==> src/rtl/register_formatter.sv <==
`default_nettype none
// ============================================================================
// Module  : register_formatter
// Brief   : Streams a 5-bit register index as ASCII text ('x' prefix plus
//           decimal digits), one character per valid/ready handshake.
// Revision: 1.0 - initial release
// ============================================================================
module register_formatter #(
    parameter bit EMIT_PREFIX  = 1'b1,
    parameter bit LEADING_ZERO = 1'b1
) (
    input  logic       clk_in,
    input  logic       rst_n_in,
    input  logic       trigger_in,
    input  logic [4:0] register_in,
    output logic [7:0] ascii_out,
    output logic       ascii_valid,
    input  logic       ascii_ready,
    output logic       ascii_last,
    output logic       busy_flag,
    output logic       done_flag
);

    localparam logic [7:0] c_ASCII_X    = 8'h78;
    localparam logic [7:0] c_ASCII_ZERO = 8'h30;

    typedef enum logic [2:0] {
        ST_IDLE   = 3'd0,
        ST_PREFIX = 3'd1,
        ST_TENS   = 3'd2,
        ST_ONES   = 3'd3,
        ST_DONE   = 3'd4
    } state_t;

    state_t     r_state;
    logic [1:0] r_tens;
    logic [3:0] r_ones;
    logic [7:0] r_ascii;
    logic       r_valid;
    logic       r_last;
    logic       r_done;

    logic [1:0] w_tens;
    logic [3:0] w_ones;

    function automatic logic [7:0] f_digit(input logic [3:0] d);
        return c_ASCII_ZERO | {4'b0000, d};
    endfunction

    // Split the index into tens/ones by range compare. Only the low nibble
    // of (reg - 10*tens) is needed, so subtract (10*tens mod 16) from reg[3:0].
    always_comb begin
        w_tens = 2'd0;
        w_ones = register_in[3:0];
        if (register_in >= 5'd30) begin
            w_tens = 2'd3;
            w_ones = register_in[3:0] - 4'd14;
        end else if (register_in >= 5'd20) begin
            w_tens = 2'd2;
            w_ones = register_in[3:0] - 4'd4;
        end else if (register_in >= 5'd10) begin
            w_tens = 2'd1;
            w_ones = register_in[3:0] - 4'd10;
        end
    end

    // Sequencer: each transition also loads the character for the state being
    // entered, so every output comes straight from a flop.
    always_ff @(posedge clk_in or negedge rst_n_in) begin
        if (!rst_n_in) begin
            r_state <= ST_IDLE;
            r_tens  <= 2'd0;
            r_ones  <= 4'd0;
            r_ascii <= 8'h00;
            r_valid <= 1'b0;
            r_last  <= 1'b0;
            r_done  <= 1'b0;
        end else begin
            case (r_state)
                ST_IDLE: begin
                    r_done <= 1'b0;
                    if (trigger_in) begin
                        r_tens  <= w_tens;
                        r_ones  <= w_ones;
                        r_valid <= 1'b1;
                        if (EMIT_PREFIX) begin
                            r_state <= ST_PREFIX;
                            r_ascii <= c_ASCII_X;
                            r_last  <= 1'b0;
                        end else if (LEADING_ZERO || (w_tens != 2'd0)) begin
                            r_state <= ST_TENS;
                            r_ascii <= f_digit({2'b00, w_tens});
                            r_last  <= 1'b0;
                        end else begin
                            r_state <= ST_ONES;
                            r_ascii <= f_digit(w_ones);
                            r_last  <= 1'b1;
                        end
                    end
                end
                ST_PREFIX: begin
                    if (ascii_ready) begin
                        if (LEADING_ZERO || (r_tens != 2'd0)) begin
                            r_state <= ST_TENS;
                            r_ascii <= f_digit({2'b00, r_tens});
                            r_last  <= 1'b0;
                        end else begin
                            r_state <= ST_ONES;
                            r_ascii <= f_digit(r_ones);
                            r_last  <= 1'b1;
                        end
                    end
                end
                ST_TENS: begin
                    if (ascii_ready) begin
                        r_state <= ST_ONES;
                        r_ascii <= f_digit(r_ones);
                        r_last  <= 1'b1;
                    end
                end
                ST_ONES: begin
                    if (ascii_ready) begin
                        r_state <= ST_DONE;
                        r_ascii <= 8'h00;
                        r_valid <= 1'b0;
                        r_last  <= 1'b0;
                        r_done  <= 1'b1;
                    end
                end
                ST_DONE: begin
                    r_state <= ST_IDLE;
                    r_done  <= 1'b0;
                end
                default: begin
                    r_state <= ST_IDLE;
                    r_valid <= 1'b0;
                    r_last  <= 1'b0;
                    r_done  <= 1'b0;
                end
            endcase
        end
    end

    assign ascii_out   = r_ascii;
    assign ascii_valid = r_valid;
    assign ascii_last  = r_last;
    assign done_flag   = r_done;
    assign busy_flag   = (r_state != ST_IDLE);

endmodule
`default_nettype wire

==> config.mk <==
export PLATFORM = sky130hd
export DESIGN_NAME = register_formatter
export DESIGN_NICKNAME = d
export VERILOG_FILES = /design/src/rtl/register_formatter.sv
export SDC_FILE = /design/constraint.sdc
export NUM_CORES = 1
export LEC_CHECK = 0
export ABC_CLOCK_PERIOD_IN_PS = 1750
export CAP_MARGIN = 20
export CORE_UTILIZATION = 45
export DETAILED_ROUTE_END_ITERATION = 10
export PLACE_DENSITY = 0.72
export SLEW_MARGIN = 40
export SYNTH_ARGS = -nofsm -noshare
export SYNTH_HDL_FRONTEND = slang
export SYNTH_SLANG_ARGS = --single-unit
==> constraint.sdc <==
create_clock -name clk_in -period 1.75 [get_ports clk_in]
set_input_delay 0.525 -clock clk_in [delete_from_list [all_inputs] [get_ports clk_in]]
set_output_delay 0.525 -clock clk_in [all_outputs]
set_load 0.005 [all_outputs]
* Word level (Yosys, flattened, before mapping)
Index checks and enable logic that the tools add are counted.
** Word-level totals
- Register bits after elaboration :: 20
- Output and inout bits :: 12
- Bits of input ports :: 9
** Cells by class
- Multiplexer cells :: 23
- $add $sub $neg :: 3
- Equality and inequality tests :: 9
- Magnitude comparators :: 3
- Reduce and logical (&&, ||, !) cells :: 12
- Bitwise operators :: 3
** Operators by type and width (count)
- 8-bit 2-to-1 mux :: 4
- 8-bit one-hot mux with 4 select lines :: 1
- 3-bit 2-to-1 mux :: 4
- 4-bit 2-to-1 mux :: 3
- 3-bit one-hot mux with 4 select lines :: 1
- 5-bit greater-or-equal comparator (second input constant) :: 2
- 2-bit inequality test (second input constant) :: 4
- 4-bit AND reduction :: 2
- 4-bit subtractor (second input constant) :: 2
- 3-bit by 2-bit == test with 1-bit output (second input constant) :: 2
- 5-bit by 4-bit greater-or-equal comparator with 1-bit output (second input constant) :: 1
- 1-bit 2-to-1 mux :: 5
- 5-bit AND reduction :: 1
- 2-bit 2-to-1 mux :: 2
- 1-bit one-hot mux with 4 select lines :: 1
- 2-bit AND reduction :: 2
- 4-bit nonzero test :: 1
- 2-bit OR reduction :: 2
- 4-bit by 3-bit subtractor with 4-bit output (second input constant) :: 1
- 3-bit by 1-bit == test with 1-bit output (second input constant) :: 1
- 3-bit == test (second input constant) :: 1
- 3-bit zero test :: 1
- 1-bit NOT :: 3
- 1-bit one-hot mux with 3 select lines :: 1
- 5 further kinds :: 5

* Logic depth before layout (Yosys ltp)
Gate-level depths: netlist of run 1.
- Word-level depth :: 4
- Gate-level depth with buffers :: 6

* Worst setup path before layout of run 1
No wires, ideal clock.
- Path kind :: input to register
- Start point :: input register_in[2]
- End point :: register r_ones[2]
- Data required time :: 1667 ps
- Library setup time :: 83 ps
- Data arrival time :: 1457 ps
- Slack :: 210 ps
- Stages on the path :: 6
- Buffers on the path :: 0
- Cell sequence :: inv_1 ha_1 nand2b_2 a21boi_0 mux2_2 o21ai_0
** Between the ends
- Word-level cells in the longest chain between the ends :: 4
- Elaborated cells between the ends (all ways) :: 9
- Classes of those cells :: add/sub (3); order compare (3); mux (3)
** RTL lines
- start: declaration :: RTL line 15 : input logic [4:0] register_in,
- 4-bit subtractor / 5-bit by 4-bit greater-or-equal comparator with 1-bit output (equally long branches) :: RTL line 63, 61
- 4-bit 2-to-1 mux :: RTL line 61 : end else if (register_in >= 5'd10) begin
- 4-bit 2-to-1 mux :: RTL line 58 : end else if (register_in >= 5'd20) begin
- 4-bit 2-to-1 mux * :: RTL line 55 : if (register_in >= 5'd30) begin
- end signal: assignment :: RTL line 84 : r_ones <= w_ones;
- end: declaration :: RTL line 37 : logic [3:0] r_ones;
Mark *: on every way between the ends. The rest lies on a longest branch, timed or not.
A chain may end at the register's enable or synchronous reset.

* Worst setup path after layout of run 1
- Start point :: register r_valid, in the netlist ascii_valid
- End point :: output ascii_valid
** RTL lines
- start: declaration :: RTL line 39 : logic r_valid;
- start signal: assignment :: RTL line 75 : r_valid <= 1'b0;
- start signal: assignment :: RTL line 85 : r_valid <= 1'b1;
- start signal: assignment :: RTL line 125 : r_valid <= 1'b0;
- end: declaration :: RTL line 17 : output logic ascii_valid,
No word-level cell between the ends.

==> reports/results.ini, run 1 <==
[clock_network]
cts_made_buffers = 3
path_clk_slew_ps = 100
cts_root_buf = clkbuf_4
cts.sinks = 18
cts_max_level = 1
cts_buffer_depth = 2
cts_tree = done
clkLatencyLatePin_ps = 280
hold_buffers = 0

[timing]
drv_slew = 0
period_needed_ps = 1700
setup_viol = 0
rsz0062_at_grt = false
fin_hold_ws_ps = 487
hold_viol = 0
fmax_mhz = 587
final.setup_skew_ps = 1.60
fin_setup_tns_ps = 0
fin_crit_sh_pct = 97.3
setup_ws_ps = 47.1

[logic_synthesis]
synthTopCellsByCount = 18 x dfrtp_1, 16 x nand2_1, 13 x nor2_1, 6 x o21ai_0
synth_fp_nets = 139
synth_seq_cells = 18
synth_area_leader_cell = dfrtp_1
syn-instance-count = 125
ys.flop_type = dfrtp_1
synth_edf_count = 0
yosysWarnings = 0
netlist_area_um2 = 1150
synth_cell_types = 46
async_reset_ff_share_pct = 100
synth_most_common_cell = dfrtp_1
avgSynthCellArea_um2 = 9.21
seq_area_frac_synth_pct = 39.1
synth_top_area_share_pct = 39.1
synth_top_cells_by_area = dfrtp_1 39%, ha_1 5.4%, nand2_1 5.2%

[worst_setup_path]
critPathKind = reg2out
crit_slowest_cell = clkdlybuf4s50_1
start_kind = register
cp_max_fo = 3
critPathTopFamily = buffers and inverters
end_kind = output port
cp_cell_sequence = clkdlybuf4s50_1
cp.arrival_ps = 1180
cp_num_buf_inv = 1
cp.required_ps = 1220
critPathMaxStageDelay_ps = 530

[grt]
grt_overflow = 0
grt_pass1_wl_mm = 4.40
grt_max_degree = 19
antenna_found_initial = 0
grtUsageTotal_pct = 21.3
grt_pass1_vias = 1036

[drt]
drtPass1Iterations = 4
detail-route-antenna-nets = 0
drt-initial-drc-count = 23
num_vias = 1047
wl_per_cell_um = 13.1
wirelength_mm = 2.54
drt_drc_violations_left = 0
via_per_inst = 5.40

[floorplanning]
die_w_um = 52.6
initial_core_util_pct = 49.6
row_count = 17
fp.coreArea_um2 = 2320
pin_count = 21
die-area_um2 = 2760
chipHeight_um = 52.6

[placed_design]
dp_slack_ps = -478
gp_congestion = 0.894
dp_hpwl_mm = 1.92
post_dp_cell_area_um2 = 1510
portBuffers = 19

[layout]
syn2layout_area_growth_pct = 35.4
nets = 182
n_antenna_cell = 0
drive_gt1_share_pct = 25.9
nFillCells = 204
final_area_um2 = 1560

[min_path]
worstHoldPathType = reg2reg

[power_and_ir_drop]
p_leak_uw = 0.000736
worst_ir_drop_vdd_mv = 0.943
p_per_area_nw_per_um2 = 1260

[flow_run]
cap_violations = 0

[outcome]
status = finished clean

==> area by class of cell <==
cell class	instances	area (um2)	area share (%)
tap	28	35.0	2.25
inverter	4	15.0	0.963
timing repair buffer	44	378	24.2
clock buffer	3	22.5	1.44
multi-input combinational	97	658	42.2
sequential	18	450	28.9
==> registers in the layout, summed over array words and instances (netlist names) <==
name / count
r_ones: 4
r_tens: 2
ascii_valid: 1
r_state: 3
ascii_out: 6
done_flag: 1
ascii_last: 1
==> worst register-to-register path: stages, from the launching register on <==
cell,delay [ps]
dfrtp_1,390
buf_4,130
buf_4,170
nor2_1,140
nand2_1,80
a21oi_2,120
buf_4,150
mux2_2,340
==> stage by stage <==
stage,instances,utilization [%],total power [uW]
after floorplan,125,-,1300
after global placement,189,65.0,1720
after detailed placement,189,65.0,1760
after CTS,192,65.9,1950
after global routing,194,67.2,2130
final,194,67.2,1960
==> power by group <==
part / internal [uW] / leakage, uW / switching [uW]
combinational: 576 / 0.000499 / 475
sequential: 605 / 0.000224 / 107
clock: 79.8 / 0.0000138 / 117
total: 1260 / 0.000736 / 699
==> kinds of logic (layout without fill, tap and decap cells) <==
family / after synthesis / count (layout) / synth area share (%)
adders and majority gates: 5 / 5 / 5.43
buffers and inverters: 10 / 51 / 4.89
DFF: 18 / 18 / 39.1
other: 1 / 1 / 0.326
and+or+nand+nor: 55 / 55 / 26.1
xor gates and xnor gates: 1 / 1 / 0.761
AOI/OAI and AO/OA: 30 / 30 / 18.5
muxes: 5 / 5 / 4.89
==> path summary, 6_finish.rpt <==
kind / from / endpoint / slack (ps) / depth (start not counted)
max in group asynchronous: rst_n_in / r_ones[1]$_DFFE_PN0P_ / 990 / 2
min in group asynchronous: rst_n_in / ascii_out[5]$_DFFE_PN0P_ / 560 / 2
max reg2reg: r_state[0]$_DFFE_PN0P_ / ascii_out[2]$_DFFE_PN0P_ / 130 / 7
min: r_ones[0]$_DFFE_PN0P_ / r_ones[0]$_DFFE_PN0P_ / 490 / 2
min reg2reg: r_ones[0]$_DFFE_PN0P_ / r_ones[0]$_DFFE_PN0P_ / 490 / 2
max: ascii_valid$_DFFE_PN0P_ / ascii_valid / 50 / 1
==> cells in the final DEF, fill, tap and decap left out, types with 2 or more instances in the layout <==
| cell | netlist | final |
|---|---|---|
| nand2b_1 | 3 | 3 |
| inv_1 | 4 | 4 |
| ha_1 | 5 | 4 |
| nand2_1 | 16 | 16 |
| a22oi_1 | 2 | 2 |
| nor2_1 | 13 | 12 |
| clkdlybuf4s50_1 | 0 | 13 |
| nor3_1 | 4 | 4 |
| o21ai_0 | 6 | 5 |
| o21ai_1 | 1 | 2 |
| nand2b_4 | 1 | 2 |
| dfrtp_1 | 18 | 18 |
| and3b_1 | 2 | 2 |
| nor2b_1 | 5 | 5 |
| dlymetal6s2s_1 | 0 | 3 |
| o31ai_1 | 3 | 3 |
| clkbuf_4 | 0 | 3 |
| buf_4 | 2 | 25 |
| a21oi_1 | 5 | 5 |
| mux2_2 | 4 | 4 |
| dlygate4sd2_1 | 0 | 2 |
==> routing by layer <==
| layer | part of all wire [%] | routed length (um) | track usage [%] |
|---|---|---|---|
| met3 | 3.8 | 97 | 2.03 |
| met1 | 46 | 1180 | 27.9 |
| met4 | 0.91 | 23 | 7.89 |
| met5 | 0 | 0 | 0 |
| met2 | 49 | 1240 | 36.1 |
==> repair_timing <==
item                       CTS  global route
setup buffers                0             2
resized for setup            4            10
setup endpoints to repair    5             7
Note: power is estimated with default switching activity, not from simulation.
==> run 2, diff against run 1 <==
--- a/config.mk
+++ b/config.mk
@@ -7,9 +7,10 @@
 export LEC_CHECK = 0
 export ABC_CLOCK_PERIOD_IN_PS = 1750
 export CAP_MARGIN = 20
-export CORE_UTILIZATION = 45
+export CORE_UTILIZATION = 38
 export DETAILED_ROUTE_END_ITERATION = 10
-export PLACE_DENSITY = 0.72
+export PLACE_DENSITY = 0.63
+export REMOVE_ABC_BUFFERS = 1
 export SLEW_MARGIN = 40
 export SYNTH_ARGS = -nofsm -noshare
 export SYNTH_HDL_FRONTEND = slang
==> run 2 against run 1 <==
Against the previous run: the run now ends with design-rule violations left; combinational power about the same; via count is 1.7% lower; register-to-register slack improved by 150 ps; global-route usage down 4.0 points; sequential cell count stayed put; power grew 3.8%; die area is 18% higher; core utilization is 11 points lower; sequential power is 2% lower; hold slack better by 12 ps; final area is 2.1% higher; critical path type unchanged; critical endpoint is now ascii_out[4]; largest power group unchanged.
==> reports/results.ini, run 2 (same netlist as run 1, synthesis figures left out) <==
[worst_setup_path]
critPathTopFamily = buffers and inverters  ; unchanged
worstSetupStartpoint = ascii_out[5]$_DFFE_PN0P_  ; was ascii_valid$_DFFE_PN0P_
cp.depth = 1  ; unchanged
r2r_end = ascii_out[0]$_DFFE_PN0P_  ; was ascii_out[2]$_DFFE_PN0P_
r2r-start = r_state[0]$_DFFE_PN0P_  ; unchanged
cp_max_fo = 3  ; unchanged
critPathKind = reg2out  ; unchanged
cp_cell_sequence = clkdlybuf4s50_1  ; unchanged
start_kind = register  ; unchanged
cp.required_ps = 1220  ; about the same
cp_num_buf_inv = 1  ; unchanged
reg2regPathDepth = 6  ; was 7
cp.arrival_ps = 1180  ; about the same
crit_end = ascii_out[4]  ; was ascii_valid
end_kind = output port  ; unchanged
critPathMaxStageDelay_ps = 510  ; was 530 ps
r2r_slack_ps = 280  ; was 130 ps
crit_slowest_cell = clkdlybuf4s50_1  ; unchanged

[floorplanning]
die-area_um2 = 3250  ; was 2760 um2
chipHeight_um = 57.0  ; was 52.6 um
initial_core_util_pct = 41.0  ; was 49.6%
pin_count = 21  ; unchanged
die_w_um = 57.0  ; was 52.6 um
row_count = 19  ; was 17
fp.coreArea_um2 = 2810  ; was 2320 um2

[power_and_ir_drop]
p_per_area_nw_per_um2 = 1280  ; was 1260 nW/um2
p_leak_uw = 0.000734  ; was 0.000736 uW
worst_ir_drop_vdd_mv = 0.401  ; was 0.943 mV
p_total_uw = 2030  ; was 1960 uW

[layout]
largest_register_ffs = 6  ; unchanged
mostFrequentLayoutCells = 25 x buf_4, 18 x dfrtp_1, 16 x nand2_1, 14 x clkdlybuf4s50_1, 12 x nor2_1  ; was 25 x buf_4, 18 x dfrtp_1, 16 x nand2_1, 13 x clkdlybuf4s50_1, 12 x nor2_1
nets = 182  ; unchanged
n_antenna_cell = 0  ; unchanged
multiInputGateArea_um2 = 676  ; was 658 um2
layout_commonest_cell = buf_4  ; unchanged
nFillCells = 253  ; was 204
fin_util_pct = 56.7  ; was 67.2%
drive_gt1_share_pct = 28.7  ; was 25.9%
syn2layout_area_growth_pct = 38.3  ; was 35.4%
regArea_um2 = 450  ; unchanged

[clock_network]
hold_buffers = 0  ; unchanged
cts_root_buf = clkbuf_4  ; unchanged
path_clk_slew_ps = 100  ; about the same
cts_tree = done  ; unchanged
cts_max_level = 1  ; unchanged
cts_buffer_depth = 2  ; unchanged
clkLatencyLatePin_ps = 300  ; was 280 ps
cts.sinks = 18  ; unchanged
cts_made_buffers = 3  ; unchanged

[drt]
drtPass1Iterations = 7  ; was 4
detail-route-antenna-nets = 0  ; unchanged
num_vias = 1029  ; was 1047
drt-initial-drc-count = 23  ; unchanged
drt_drc_violations_left = 7  ; was 0
wl_per_cell_um = 12.5  ; was 13.1 um
via_per_inst = 5.20  ; was 5.40
wirelength_mm = 2.48  ; was 2.54 mm

[outcome]
status = finished, violations left  ; was finished clean
failed_checks = design-rule violations

[flow_run]
cap_violations = 0  ; unchanged

[timing]
rsz0062_at_grt = true  ; was false
fin_setup_tns_ps = 0  ; unchanged
fmax_mhz = 585  ; was 587 MHz
drv_slew = 0  ; unchanged
period_needed_ps = 1710  ; was 1700 ps
setup_viol = 0  ; unchanged
fin_crit_sh_pct = 97.6  ; was 97.3%
final.setup_skew_ps = 7.37  ; was 1.60 ps
hold_viol = 0  ; unchanged
setup_ws_ps = 41.7  ; was 47.1 ps

[grt]
grt_max_degree = 19  ; unchanged
antenna_found_initial = 0  ; unchanged
grt_pass1_wl_mm = 4.43  ; was 4.40 mm
grt_overflow = 0  ; unchanged
grt_pass1_vias = 1009  ; was 1036
grtUsageTotal_pct = 17.3  ; was 21.3%

[placed_design]
dp_slack_ps = -396  ; was -478 ps
portBuffers = 19  ; unchanged
dp_hpwl_mm = 1.92  ; about the same
gp_congestion = 0.834  ; was 0.894

[min_path]
worstHoldPathType = reg2reg  ; unchanged

==> run 2: cell type report <==
type	count	area share (%)
Timing Repair Buffer	44	23.6
Inverter	4	0.943
Tap cell	31	2.44
Sequential cell	18	28.3
Multi-Input combinational cell	97	42.5
Clock buffer	4	2.28
==> run 2: worst min path at each step <==
stage | startpoint | to | slack [ps] | cells past startpoint
global placement | r_tens[1]$_DFFE_PN0P_ | r_tens[1]$_DFFE_PN0P_ | 470 | 2
CTS | r_ones[0]$_DFFE_PN0P_ | r_ones[0]$_DFFE_PN0P_ | 500 | 2
global route | r_ones[2]$_DFFE_PN0P_ | r_ones[2]$_DFFE_PN0P_ | 540 | 2
detailed placement | r_ones[0]$_DFFE_PN0P_ | r_ones[0]$_DFFE_PN0P_ | 480 | 2
floorplan | rst_n_in | ascii_last$_DFFE_PN0P_ | 230 | 0
finish | r_ones[0]$_DFFE_PN0P_ | r_ones[0]$_DFFE_PN0P_ | 500 | 2
==> run 2: repair_timing <==
item | 4_1_cts | 5_1_grt
gates resized for setup | 9 | 8
setup buffers | 0 | 3
setup endpoints to repair | 4 | 10
pin swaps | 0 | 1
hold endpoints to repair | 0 | 0
==> run 2: where the power goes <==
| part | switching, uW | internal (uW) |
|---|---|---|
| Combinational | 482 | 596 |
| Clock | 128 | 127 |
| Sequential | 95.4 | 604 |
==> run 2: routing by layer <==
metal / track usage (%) / wire (um) / up-vias
li1: - / - / 524
met3: 2.04 / 76 / 5
met1: 20.3 / 1060 / 479
met4: 7.32 / 50 / 0
met5: 0 / 0 / -
met2: 31.8 / 1290 / 21
==> run 2: per-stage QoR <==
step	std cells	cell area (um2)	hold slack, ps
finish	198	1590	499
global route	198	1590	536
floorplan	119	1110	229
global placement	191	1500	466
CTS	195	1540	502
detailed placement	191	1500	476
